File: src/rtl/sdram_arb_pkg.sv
// Shared definitions for the SDRAM slot arbiter.
//   owner_e    : slot owner encoding reported on slot_owner
//   SLOT_LEN   : clock cycles between consecutive sync strobes
//   ADDR_W_DEF : default SDRAM word-address width
package sdram_arb_pkg;

    typedef enum logic [1:0] {
        OWN_IDLE = 2'd0,
        OWN_VID  = 2'd1,
        OWN_CPU  = 2'd2
    } owner_e;

    localparam int SLOT_LEN   = 8;
    localparam int ADDR_W_DEF = 20;

endpackage

File: src/rtl/sdram_cmd_slot.sv
// One-entry command buffer with valid/ready acceptance and a take strobe.
//   clk, rst_n : clock, synchronous active-low reset
//   valid/data : offered command; loaded when valid && ready
//   take       : empties the buffer (arbiter grant)
//   ready      : buffer empty
//   pending    : buffer holds a command
//   q          : buffered command
module sdram_cmd_slot
    import sdram_arb_pkg::*;
#(
    parameter int W = 8
) (
    input  logic         clk,
    input  logic         rst_n,
    input  logic         valid,
    input  logic [W-1:0] data,
    input  logic         take,
    output logic         ready,
    output logic         pending,
    output logic [W-1:0] q
);

    logic full;

    assign ready   = !full;
    assign pending = full;

    // take is only ever asserted while full, so it never collides with a load.
    always_ff @(posedge clk) begin
        if (!rst_n) begin
            full <= 1'b0;
            q    <= '0;
        end else if (take) begin
            full <= 1'b0;
        end else if (valid && !full) begin
            full <= 1'b1;
            q    <= data;
        end
    end

endmodule

File: src/rtl/sdram_slot_arbiter.sv
// Slot arbiter sharing one SDRAM controller port between video (read-only)
// and CPU (read/write). A command is picked at each sync boundary, driven
// to the controller for the whole slot, and its result returned at the
// following boundary.
//   clk, rst_n, sync, init_busy      : clock, sync reset, slot strobe, ctrl init
//   vid_valid/ready/addr             : video command in
//   vid_rvalid/rdata                 : video read result
//   cpu_valid/ready/we/addr/wdata/ds : CPU command in
//   cpu_rvalid/rdata                 : CPU completion (rdata meaningful for reads)
//   sd_addr/din/ds/we/oe, sd_dout    : controller port
//   slot_owner                       : owner of the current slot
//
// slot_owner | meaning
// OWN_IDLE   | nothing driven, sd_we = sd_oe = 0
// OWN_VID    | video read in flight
// OWN_CPU    | CPU read or write in flight
module sdram_slot_arbiter
    import sdram_arb_pkg::*;
#(
    parameter int ADDR_W      = ADDR_W_DEF,
    parameter int VID_MAX_RUN = 3
) (
    input  logic              clk,
    input  logic              rst_n,
    input  logic              sync,
    input  logic              init_busy,
    input  logic              vid_valid,
    output logic              vid_ready,
    input  logic [ADDR_W-1:0] vid_addr,
    output logic              vid_rvalid,
    output logic [15:0]       vid_rdata,
    input  logic              cpu_valid,
    output logic              cpu_ready,
    input  logic              cpu_we,
    input  logic [ADDR_W-1:0] cpu_addr,
    input  logic [15:0]       cpu_wdata,
    input  logic [1:0]        cpu_ds,
    output logic              cpu_rvalid,
    output logic [15:0]       cpu_rdata,
    output logic [ADDR_W-1:0] sd_addr,
    output logic [15:0]       sd_din,
    output logic [1:0]        sd_ds,
    output logic              sd_we,
    output logic              sd_oe,
    input  logic [15:0]       sd_dout,
    output logic [1:0]        slot_owner
);

    localparam int       CW      = ADDR_W + 19;
    localparam logic [2:0] MAX_RUN = 3'(VID_MAX_RUN);

    logic              vid_pending, cpu_pending;
    logic [ADDR_W-1:0] vid_q;
    logic [CW-1:0]     cpu_q;
    logic              grant_vid, grant_cpu;
    logic [2:0]        run_cnt;
    owner_e            owner;

    // Video wins unless it has already used its run while the CPU waited.
    assign grant_cpu = sync && !init_busy && cpu_pending
                       && (!vid_pending || run_cnt >= MAX_RUN);
    assign grant_vid = sync && !init_busy && vid_pending && !grant_cpu;

    sdram_cmd_slot #(.W(ADDR_W)) u_vid_slot (
        .clk     (clk),
        .rst_n   (rst_n),
        .valid   (vid_valid),
        .data    (vid_addr),
        .take    (grant_vid),
        .ready   (vid_ready),
        .pending (vid_pending),
        .q       (vid_q)
    );

    sdram_cmd_slot #(.W(CW)) u_cpu_slot (
        .clk     (clk),
        .rst_n   (rst_n),
        .valid   (cpu_valid),
        .data    ({cpu_we, cpu_ds, cpu_wdata, cpu_addr}),
        .take    (grant_cpu),
        .ready   (cpu_ready),
        .pending (cpu_pending),
        .q       (cpu_q)
    );

    assign slot_owner = owner;

    always_ff @(posedge clk) begin
        if (!rst_n) begin
            owner      <= OWN_IDLE;
            run_cnt    <= '0;
            sd_addr    <= '0;
            sd_din     <= '0;
            sd_ds      <= '0;
            sd_we      <= 1'b0;
            sd_oe      <= 1'b0;
            vid_rvalid <= 1'b0;
            vid_rdata  <= '0;
            cpu_rvalid <= 1'b0;
            cpu_rdata  <= '0;
        end else begin
            vid_rvalid <= 1'b0;
            cpu_rvalid <= 1'b0;
            if (sync) begin
                // The finishing slot returns its data even if the next one is idle.
                if (owner == OWN_VID) begin
                    vid_rvalid <= 1'b1;
                    vid_rdata  <= sd_dout;
                end
                if (owner == OWN_CPU) begin
                    cpu_rvalid <= 1'b1;
                    cpu_rdata  <= sd_dout;
                end

                if (grant_cpu) begin
                    owner   <= OWN_CPU;
                    sd_addr <= cpu_q[ADDR_W-1:0];
                    sd_din  <= cpu_q[ADDR_W+15:ADDR_W];
                    sd_ds   <= cpu_q[ADDR_W+17:ADDR_W+16];
                    sd_we   <= cpu_q[ADDR_W+18];
                    sd_oe   <= !cpu_q[ADDR_W+18];
                    run_cnt <= '0;
                end else if (grant_vid) begin
                    owner   <= OWN_VID;
                    sd_addr <= vid_q;
                    sd_din  <= '0;
                    sd_ds   <= 2'b11;
                    sd_we   <= 1'b0;
                    sd_oe   <= 1'b1;
                    if (cpu_pending && run_cnt != 3'd7)
                        run_cnt <= run_cnt + 3'd1;
                end else begin
                    // Idle: address/data/ds keep their last values.
                    owner <= OWN_IDLE;
                    sd_we <= 1'b0;
                    sd_oe <= 1'b0;
                end

                if (!cpu_pending)
                    run_cnt <= '0;
            end
        end
    end

endmodule

File: config.mk
export PLATFORM = sky130hd
export DESIGN_NAME = sdram_slot_arbiter
export DESIGN_NICKNAME = d
export VERILOG_FILES = /design/src/rtl/sdram_arb_pkg.sv /design/src/rtl/sdram_cmd_slot.sv /design/src/rtl/sdram_slot_arbiter.sv
export SDC_FILE = /design/constraint.sdc
export NUM_CORES = 1
export LEC_CHECK = 0
export CAP_MARGIN = 40
export CORE_MARGIN = 2
export CORE_UTILIZATION = 42
export CTS_CLUSTER_DIAMETER = 120
export CTS_CLUSTER_SIZE = 24
export DETAILED_ROUTE_END_ITERATION = 7
export GPL_TIMING_DRIVEN = 0
export PLACE_DENSITY = 0.88
export SLEW_MARGIN = 10
export SYNTH_ARGS = -nofsm -noshare
export SYNTH_HDL_FRONTEND = slang
export SYNTH_SLANG_ARGS = --single-unit
File: constraint.sdc
create_clock -name clk -period 1.8 [get_ports clk]
set_input_delay 0.18 -clock clk [delete_from_list [all_inputs] [get_ports clk]]
set_output_delay 0.18 -clock clk [all_outputs]
set_load 0.02 [all_outputs]
==> results_dict.tcl <==
set metrics [dict create \
    synth.area.mux_share_pct 0 \
    worst_r2r_path_depth 7 \
    place_hpwl_um 10100 \
    synth-compound-area-share_pct 25.4 \
    status "finished with violations" \
    grt_usage_pct 21.4 \
    gp_congestion 0.830 \
    hp-class "in -> reg" \
    vias 4694 \
    synth_fa_ha_area_share_pct 0.721 \
    h-tree-depth 4 \
    diodes 0 \
    cp_max_fo 10 \
    p_leak_nw 2.84 \
    end_kind "flip-flop" \
    die_area_um2 13300 \
    max_slew_margin_pct 64.8 \
    dr.pass1.iters 5 \
    worstMarginPinSlew_ns 0.528 \
    drc_errors 0 \
    drt-initial-drc-count 356 \
    antenna_found_initial 0 \
    cp-start-kind "flip-flop" \
    routed_wl_um 14500 \
    synth_top_area_share_pct 53.9 \
    first_global_vias 4583 \
    timing_worst_setup_path_type "reg -> reg" \
    die_x_um 115 \
    clk_latency_ns 0.41 \
    finalHoldViolations 0 \
    syn_area_um2 5200 \
    synth-seq-area-share_pct 53.9 \
    ir_worst_vdd_uv 707 \
    pin_count 159 \
    routed-wl-met2_um 7080 \
    place_worst_setup_slack_ns -0.478 \
    final_max_slew_viol_count 0 \
    period_share_pct 108 \
    avgSynthCellArea_um2 9.24 \
    yosysTopAreaCell "dfxtp_1" \
    place_inst 888 \
    met3_length_um 979 \
    power_w 0.00755 \
    fmax_ghz 0.515 \
    worst_slack_ns -0.141 \
    core_area_um2 12100 \
    highest_layer "met4" \
    violations "negative setup slack" \
    final_cells 927 \
    cts_tree "yes" \
    hold_buffers 0 \
    wire_per_inst_um 15.7 \
    ys_warn_count 0 \
    cts_made_buffers 17 \
    finalSetupViolations 28 \
    drv_cap 0 \
    clkSlewWorstSetupHoldPaths_ns 0.06 \
    area_delta_synth_final_pct 50.5 \
    whs_path_depth 2 \
    post-route-min-period_ns 1.94 \
    core.rowCount 40 \
    die_h_um 115 \
    ctsLongestPathBuffers 2 \
    synth_nets 647 \
    io_buffers 157 \
    synthSimpleGateAreaFrac_pct 16.4 \
    initial_core_util_pct 43.1 \
    root_buffer "clkbuf_16" \
    drive_above_1_share_pct 12.6 \
    via_per_inst 5.06 \
    grt_pass1_wl_um 22100 \
    clock-sinks 140 \
    synth_top_family_by_area "compound AO/OA/AOI/OAI gates" \
    synth_cell_types 31 \
    rsz0062_at_grt "true" \
    ys_ff_latch 140 \
    grt_max_degree 20 \
    nets 830 \
    p_per_area_nw_per_um2 964 \
    worstPathRequired_ns 2.09 \
    ant_nets 0 \
    syn_inst 563 \
    synth_area_leaders "dfxtp_1 54%, nand2_1 14%, a21boi_0 13%" \
    crit_arrival_ns 2.23 \
    drt-met1-wl_um 6240 \
    synth-xor-area-share_pct 0 \
    grt_overflow_total 0 \
    finClkSkew_ns 0.0124 \
    fill_cells 970 \
]
sequential cells by signal, summed over array words and instances (netlist names):
| signal | count |
|---|---|
| cpu_rdata | 16 |
| cpu_rvalid | 1 |
| run_cnt | 3 |
| sd_addr | 20 |
| sd_din | 16 |
| sd_ds | 2 |
| sd_oe | 1 |
| sd_we | 1 |
| slot_owner | 2 |
| u_cpu_slot.pending | 1 |
| u_cpu_slot.q | 39 |
| u_vid_slot.pending | 1 |
| u_vid_slot.q | 20 |
| vid_rdata | 16 |
| vid_rvalid | 1 |
cells by family (layout without fill, tap and decap cells):
kind of cell / after synthesis / count (layout)
flops: 140 / 140
simple gates: 213 / 214
buf+inv: 46 / 241
compound gates: 161 / 161
fa+ha+maj: 3 / 3
worst max-delay path, cell delays in order (launching register included):
cell      delay (ns)
dfxtp_2         0.34
ha_4            0.17
ha_4            0.15
or3b_4          0.40
nor2_4          0.11
o211ai_1        0.18
buf_4           0.23
o221a_2         0.26
final timing paths:
check	from	end	slack, ns
worst max-delay path	run_cnt[0]$_SDFFE_PN0P_	sd_addr[4]$_SDFFE_PN0P_	-0.14
worst min-delay path	sync	sd_we$_SDFFE_PN0P_	0.20
worst max register to register	run_cnt[0]$_SDFFE_PN0P_	sd_addr[4]$_SDFFE_PN0P_	-0.14
worst min register to register	cpu_rdata[0]$_SDFFE_PN0P_	cpu_rdata[0]$_SDFFE_PN0P_	0.46
power by group:
part	internal, W	total (W)	switching (W)
clock	0.00220	0.00346	0.00126
combinational	0.000407	0.000778	0.000371
sequential	0.00323	0.00331	0.0000808
total	0.00584	0.00755	0.00171
layout by cell type, fill, tap and decap left out, drive strengths merged, types with 2 or more instances in the layout:
cell type and count:
a21boi 94, a22o 16, and2 3, buf 15, bufinv 3, clkbuf 52, clkdlybuf4s50 155, clkinv 6
clkinvlp 3, dfxtp 140, ha 3, inv 5, nand2 190, nand2b 2, nand3 4, nor2 5
nor2b 4, o211a 2, o21a 20, o21ai 2, o221a 23, or2 3
cell usage after synthesis, drive strengths merged:
cell	n
a21boi	94
a22o	16
and2	3
and2b	1
buf	10
clkbuf	31
dfxtp	140
ha	3
inv	5
nand2	190
nand2b	2
nand3	4
nor2	4
nor2b	4
o211a	2
o211ai	1
o21a	20
o21ai	2
o221a	23
o22ai	1
o311ai	1
o32ai	1
or2	3
or3	1
or3b	1
layout make-up:
| class | instances | area (µm²) | area share, % |
|---|---|---|---|
| Clock inverter | 12 | 146 | 1.87 |
| Clock buffer | 20 | 447 | 5.70 |
| Multi-Input combinational cell | 378 | 2370 | 30.2 |
| Inverter | 5 | 18.8 | 0.240 |
| Timing Repair Buffer | 166 | 1660 | 21.2 |
| Tap cell | 168 | 210 | 2.68 |
| Buffer | 38 | 175 | 2.24 |
| Sequential cell | 140 | 2810 | 35.8 |
metrics by stage:
| stage | setup TNS [ns] | utilization [%] | area [µm²] | hold WS (ns) |
|---|---|---|---|---|
| 6_report | -2.87 | 64.9 | 7830 | 0.205 |
| 5_1_grt | -3.86 | 64.9 | 7830 | 0.222 |
| 4_1_cts | -1.86 | 64.0 | 7710 | 0.320 |
| 3_5_place_dp | -21.67 | 58.1 | 7000 | 0.442 |
| 3_3_place_gp | -20.32 | 58.1 | 7000 | 0.434 |
| 2_1_floorplan | -0.0708 | - | 5220 | 0.278 |
timing repair:
action                                  in CTS  in global routing
pin swaps                                    6                  1
endpoints found under the setup margin      45                 67
setup buffers                                7                  2
cloned                                       0                  2
resized for setup                           16                 24
layer usage:
metal | track usage (%) | vias up
met4 | 8.11 | 0
met1 | 25.8 | 2208
met5 | 0 | -
met2 | 36.4 | 186
met3 | 6.01 | 17
li1 | - | 2283
No activity file was read; power rests on OpenSTA's default activity.
